==> src/rtl/demux1x2_stripe.sv <==
// Stripes a byte stream onto two registered lanes, emitting bytes in pairs.
// An unpaired lane-0 byte is flushed alone after FLUSH_CYCLES idle cycles.
module demux1x2_stripe #(
    parameter int FLUSH_CYCLES = 4
) (
    input  logic       clk,
    input  logic       reset,
    input  logic [7:0] in,
    input  logic       valid_in,
    output logic [7:0] out0,
    output logic [7:0] out1,
    output logic [1:0] valid
);

    typedef enum logic {
        EMPTY = 1'b0,
        HALF  = 1'b1
    } state_t;

    // Idle count already seen when the current idle cycle is the flushing one.
    localparam logic [3:0] FLUSH_LAST = 4'(FLUSH_CYCLES - 1);

    state_t     r_state, w_state_nxt;
    logic [7:0] r_hold,  w_hold_nxt;
    logic [3:0] r_idle,  w_idle_nxt;
    logic [7:0] r_out0,  w_out0_nxt;
    logic [7:0] r_out1,  w_out1_nxt;
    logic [1:0] r_valid, w_valid_nxt;

    always_comb begin
        // NOTE: every signal gets a default first, so no path leaves one unassigned and no latch is inferred.
        w_state_nxt = r_state;
        w_hold_nxt  = r_hold;
        w_idle_nxt  = r_idle;
        w_out0_nxt  = r_out0;
        w_out1_nxt  = r_out1;
        w_valid_nxt = 2'b00;

        case (r_state)
            EMPTY: begin
                w_idle_nxt = 4'd0;
                if (valid_in) begin
                    w_hold_nxt  = in;
                    w_state_nxt = HALF;
                end
            end
            HALF: begin
                if (valid_in) begin
                    // Pairing takes precedence over a flush due on the same cycle.
                    w_out0_nxt  = r_hold;
                    w_out1_nxt  = in;
                    w_valid_nxt = 2'b11;
                    w_idle_nxt  = 4'd0;
                    w_state_nxt = EMPTY;
                end else if (r_idle == FLUSH_LAST) begin
                    w_out0_nxt  = r_hold;
                    w_out1_nxt  = 8'h00;
                    w_valid_nxt = 2'b01;
                    w_idle_nxt  = 4'd0;
                    w_state_nxt = EMPTY;
                end else begin
                    w_idle_nxt = r_idle + 4'd1;
                end
            end
            default: begin
                w_state_nxt = EMPTY;
            end
        endcase
    end

    // NOTE: sequential state uses non-blocking assignments so all registers update together at the edge.
    always_ff @(posedge clk) begin
        if (!reset) begin
            r_state <= EMPTY;
            r_hold  <= 8'h00;
            r_idle  <= 4'd0;
            r_out0  <= 8'h00;
            r_out1  <= 8'h00;
            r_valid <= 2'b00;
        end else begin
            r_state <= w_state_nxt;
            r_hold  <= w_hold_nxt;
            r_idle  <= w_idle_nxt;
            r_out0  <= w_out0_nxt;
            r_out1  <= w_out1_nxt;
            r_valid <= w_valid_nxt;
        end
    end

    assign out0  = r_out0;
    assign out1  = r_out1;
    assign valid = r_valid;

endmodule

==> config.mk <==
export PLATFORM = sky130hd
export DESIGN_NAME = demux1x2_stripe
export DESIGN_NICKNAME = d
export VERILOG_FILES = /design/src/rtl/demux1x2_stripe.sv
export SDC_FILE = /design/constraint.sdc
export NUM_CORES = 1
export LEC_CHECK = 0
export BUFFER_PORTS_ARGS = -buffer_cell sky130_fd_sc_hd__buf_2
export CORE_MARGIN = 2
export CORE_UTILIZATION = 50
export CTS_CLUSTER_SIZE = 10
export DETAILED_ROUTE_END_ITERATION = 6
export PLACE_DENSITY_LB_ADDON = 0.1
export SYNTH_ARGS = -nofsm -noshare
export SYNTH_HDL_FRONTEND = slang
export SYNTH_SLANG_ARGS = --single-unit
export TNS_END_PERCENT = 20
==> constraint.sdc <==
create_clock -name clk -period 1.7 [get_ports clk]
set_clock_uncertainty 0.1 [all_clocks]
set_input_delay 0.17 -clock clk [delete_from_list [all_inputs] [get_ports clk]]
set_output_delay 0.17 -clock clk [all_outputs]
set_load 0.01 [all_outputs]
# Word-level counts from Yosys, hierarchy flattened

Cells that the tools add are included.

Logic and storage cells: 26
Bits of input ports: 11
Bits in registers: 31
Output and inout bits: 18

Bitwise logic cells: 1
Muxes and demuxes: 13
$add $sub $neg: 1
Equal/unequal tests: 1
Reduce and logical (&&, ||, !) cells: 4

Operators by type and width:

| operator              | number |
|---|---|
| $mux W8               | 4 |
| $mux W4               | 2 |
| $pmux W4 S2           | 1 |
| $reduce_and A2 Y1     | 3 |
| $add A4 B1 Y4 const B | 1 |
| $eq A4 B2 Y1 const B  | 1 |
| $mux W1               | 4 |
| $mux W2               | 1 |
| $pmux W1 S2           | 1 |
| $reduce_bool A2 Y1    | 1 |
| $not A1 Y1            | 1 |

# Longest topological paths before layout

Depth after elaboration: 4
Mapped depth: 5
Gate-level depth less buffers: 4

# Worst setup path after synthesis

No wires, ideal clock.

Path kind: register to register
Start: register r_idle[0]
End: register r_out0[0] (netlist: out0[0])
Data required time: 1.528 ns
Setup time: 0.072 ns
Stages on the path, launching flop included: 6
Path slack: 0.257 ns
Clock period less this slack: 1.443 ns
Arrival: 1.272 ns
Path buffers: 1
Cell sequence: dfxtp_1 ha_1 nor3b_2 o21ai_2 buf_6 mux2i_1

Word-level cells in the longest chain between the ends: 3

Ends and longest elaborated chain:

| item                         | RTL line | RTL |
|---|---|---|
| from (decl)                  | 25       | `logic [3:0] r_idle, w_idle_nxt;` |
| from (signal assigned)       | 83       | `r_idle <= w_idle_nxt;` |
| $eq A4 B2 Y1                 | 55       | `end else if (r_idle == FLUSH_LAST) begin` |
| $reduce_bool A2 Y1 (no line) | -        |  |
| $reduce_and A2 Y1 (no line)  | -        |  |
| to (signal assigned)         | 84       | `r_out0 <= w_out0_nxt;` |
| to (decl)                    | 26       | `logic [7:0] r_out0, w_out0_nxt;` |

Every way passes these cells.
A chain may end at the register's enable or synchronous reset.

# Final worst setup path

Start: register r_idle[0]
End: register r_out1[5] (netlist: out1[5])

Word-level cells in the longest chain between the ends: 3

Ends and longest elaborated chain:

| item                         | RTL line | RTL |
|---|---|---|
| $eq A4 B2 Y1                 | 55       |  |
| $reduce_bool A2 Y1 (no line) | -        |  |
| $reduce_and A2 Y1 (no line)  | -        |  |
| to (signal assigned)         | 85       | `r_out1 <= w_out1_nxt;` |
| to (decl)                    | 27       | `logic [7:0] r_out1, w_out1_nxt;` |

Every way passes these cells.

==> summary.md <==
Setup path
- **largest incremental delay on the critical path** 0.36 ns
- **startpoint kind of the worst setup timing path** flop
- **critical-path cell with the highest stage delay** sky130_fd_sc_hd__dfxtp_1
- **R2R Setup Slk** 0.23 ns
- **reg-to-reg startpoint** r_idle[0]
- **Crit Reg-Reg Endpoint** out1[5]
- **kind of end point of the critical path** flop
- **crit path buf inv count** 1
- **r2r worst-path depth** 5
- **worst path required time** 1.82 ns
- **Worst Setup Path Type** reg -> reg
- **arrival time at the worst endpoint** 1.59 ns
- **sequence of cells on the critical path** ha_1, nor3b_2, o21ai_2, buf_4, a32o_1
- **critical path fanouts, max** 9
- **Top Family by Delay on Critical Path** flip-flops

Placement
- **count of port buffers added during placement** 28
- **Placed Instance Area** 1250 um^2
- **HPWL Detailed** 1.44 mm
- **gp weighted congestion** 0.710

Timing
- **post-route setup TNS** 0 ns
- **final-report max-slew violation count** 0
- **unrepaired setup endpoints after global routing** false
- **Hold Fails Final Rpt** 0
- **max-slew headroom at the worst pin** 69.6%
- **Achievable Freq** 0.680 GHz
- **final period demand of the worst path** 1.47 ns
- **final worst path period share** 86.4%
- **pin slew with the least headroom to its limit** 0.455 ns
- **Final Setup Violations** 0

Drt
- **average wire length per cell after detail routing** 12.8 um
- **total wirelength of the detailed-routed design** 2.31 mm
- **initial detailed-routing violation count** 5
- **detail-routed via count per cell** 4.94
- **Post-route DRC** 0
- **number of vias in the routed layout** 889
- **Detail Route Antenna Nets** 0
- **drt pass-1 iters** 4

Synthesis
- **post-synthesis instance total** 113
- **Yosys warnings** 0
- **unique cell type count in the Yosys netlist** 22
- **commonest cells in the synthesized netlist** sky130_fd_sc_hd__nand2_1, sky130_fd_sc_hd__dfxtp_1, sky130_fd_sc_hd__a21oi_1, sky130_fd_sc_hd__a32o_1, sky130_fd_sc_hd__mux2i_1
- **Async S/R FF share, synth** 0%
- **sequential share of the synthesized area** 56.8%
- **count of state elements after synthesis** 31
- **most used standard cell by instance count after synthesis** sky130_fd_sc_hd__nand2_1
- **primary flip-flop cell chosen by synthesis mapping** sky130_fd_sc_hd__dfxtp_1
- **area share of the leading cell type in the synthesized netlist** 56.8%
- **synth top area cells** sky130_fd_sc_hd__dfxtp_1, sky130_fd_sc_hd__nand2_1, sky130_fd_sc_hd__a32o_1, sky130_fd_sc_hd__mux2i_1, sky130_fd_sc_hd__a21oi_1
- **most area-hungry cell type in the Yosys netlist** sky130_fd_sc_hd__dfxtp_1
- **mean instance size in the synthesized netlist** 9.68 um^2
- **post-synthesis instance area** 1090 um^2
- **number of synthesized flops with an enable pin** 0
- **post-synth net total** 125

Clock network
- **post-cts resize count** 0
- **buffer depth of the longest clock path** 2
- **CTS H-tree lvls** 2
- **root cell of the clock tree** sky130_fd_sc_hd__clkbuf_4
- **Worst-Skew Late Latency** 0.32 ns
- **number of clock sinks** 31
- **clock-pin slew reported for the worst setup and hold paths after clock tree synthesis** 0.10 ns
- **clock tree from TritonCTS** yes
- **total CTS buffers** 5

Hold path
- **launch instance of the worst min-delay path** reset
- **number of cells on the worst hold path** 3
- **worst min-delay path class** in -> reg
- **Min-Delay Endpoint** r_hold[3]

Global routing
- **first-pass GRT wire length** 3.86 mm
- **via count of the first global-routing pass** 839
- **total congestion overflow after global routing** 0
- **largest net degree at the start of global routing** 25
- **Total Routing Usage GR** 20.9%
- **initial antenna violation count** 0

Power and ir drop
- **power density of the placed cells** 983 nW/um^2
- **maximum vdd drop** 0.654 mV
- **static leakage power** 0.655 nW

Run status
- **result of the run** finished, final reports clean

Run
- **Max Cap Viol** 0

Final layout
- **summed area of non-filler cells in the final layout** 1400 um^2
- **count of nets after finishing** 164
- **share of final-layout standard cells stronger than drive strength 1** 26.1%
- **antenna diode count** 0
- **Synth-to-Final Area Change** 28.3%

Die
- **num rows** 16
- **I/O pin count** 29
- **initial core utilization** 54.1%
- **die extent in y** 50.8 um
- **die footprint** 2580 um^2
- **area of the core** 2020 um^2
- **chip width** 50.8 um

==> routing by layer <==
metal  GRT usage [%]  routed length (um)
met1            23.2                1030
met2            36.4                1130
met3            6.55                 122
met4            9.46                  23
met5               0                   0
==> area by class of cell <==
type	count	area [um^2]
clock buffer	8	68.8
multi-input combinational	73	429
fill	174	619
timing repair buffer	39	243
tap	27	33.8
sequential	31	621
inverter	2	7.51
==> worst min-delay path, cell delays in order <==
cell	delay [ns]
sky130_fd_sc_hd__buf_2	0.12
sky130_fd_sc_hd__clkinv_1	0.16
sky130_fd_sc_hd__a21oi_1	0.05
==> logic make-up after synthesis <==
| family | share of synthesized area [%] |
|---|---|
| and+or+nand+nor | 16.9 |
| DFF | 56.8 |
| AOI/OAI and AO/OA | 12.2 |
| buffers and inverters | 4.00 |
| muxes | 7.32 |
| xor gates and xnor gates | 1.60 |
| adders and majority gates | 1.14 |
==> per-stage QoR <==
stage / utilization (%) / hold slack (ns) / worst slack (ns) / instances / power (mW)
2_1_floorplan: - / 0.196 / 0.257 / 113 / 0.851
3_3_place_gp: 62.0 / 0.303 / 0.285 / 164 / 0.888
3_5_place_dp: 62.0 / 0.308 / 0.246 / 164 / 0.892
4_1_cts: 69.4 / 0.110 / 0.222 / 180 / 1.39
5_1_grt: 69.4 / 0.122 / 0.115 / 180 / 1.44
6_report: 69.4 / 0.118 / 0.230 / 180 / 1.38
==> sequential cells by signal, summed over array words and instances, names as in the netlist <==
register	flops
out0	8
out1	8
r_hold	8
r_idle	4
valid	2
r_state	1
==> report_power, final <==
part	leakage (nW)	total, mW	switching (mW)	internal [mW]
logic	0.364	0.124	0.0671	0.0565
clock network	0.0386	0.488	0.244	0.243
registers	0.252	0.767	0.0145	0.753
==> how the worst max path moves through the flow <==
stage | from | end | slack (ns) | depth (start not counted)
2_1_floorplan | r_idle[0] | out0[0] | 0.26 | 5
3_3_place_gp | r_idle[0] | out1[4] | 0.28 | 5
3_5_place_dp | r_idle[0] | out1[5] | 0.25 | 5
4_1_cts | r_idle[0] | out0[6] | 0.22 | 5
5_1_grt | r_idle[0] | out1[5] | 0.11 | 5
6_report | r_idle[0] | out1[5] | 0.23 | 5
==> cell usage in the layout, fill, tap and decap left out <==
cell	n
sky130_fd_sc_hd__clkbuf_8	2
sky130_fd_sc_hd__o21ai_0	1
sky130_fd_sc_hd__inv_1	1
sky130_fd_sc_hd__buf_2	28
sky130_fd_sc_hd__dlygate4sd3_1	8
sky130_fd_sc_hd__mux2i_1	8
sky130_fd_sc_hd__clkinv_1	1
sky130_fd_sc_hd__nand3_1	1
sky130_fd_sc_hd__o21ai_2	1
sky130_fd_sc_hd__nor2_1	5
sky130_fd_sc_hd__a21oi_1	8
sky130_fd_sc_hd__clkbuf_4	5
sky130_fd_sc_hd__xor2_1	1
sky130_fd_sc_hd__nor3b_2	1
sky130_fd_sc_hd__nand2_1	33
sky130_fd_sc_hd__clkbuf_1	1
sky130_fd_sc_hd__and3_1	1
sky130_fd_sc_hd__nor2b_1	1
sky130_fd_sc_hd__or3_1	1
sky130_fd_sc_hd__nand2b_1	1
sky130_fd_sc_hd__xnor2_1	1
sky130_fd_sc_hd__ha_1	1
sky130_fd_sc_hd__dfxtp_1	31
sky130_fd_sc_hd__buf_4	3
sky130_fd_sc_hd__a32o_1	8
==> timing repair <==
action / CTS / global route
buffers inserted: 0 / 0
hold buffers: 8 / 0
hold endpoints to repair: 15 / 0
(Power assumes the default switching activity.)
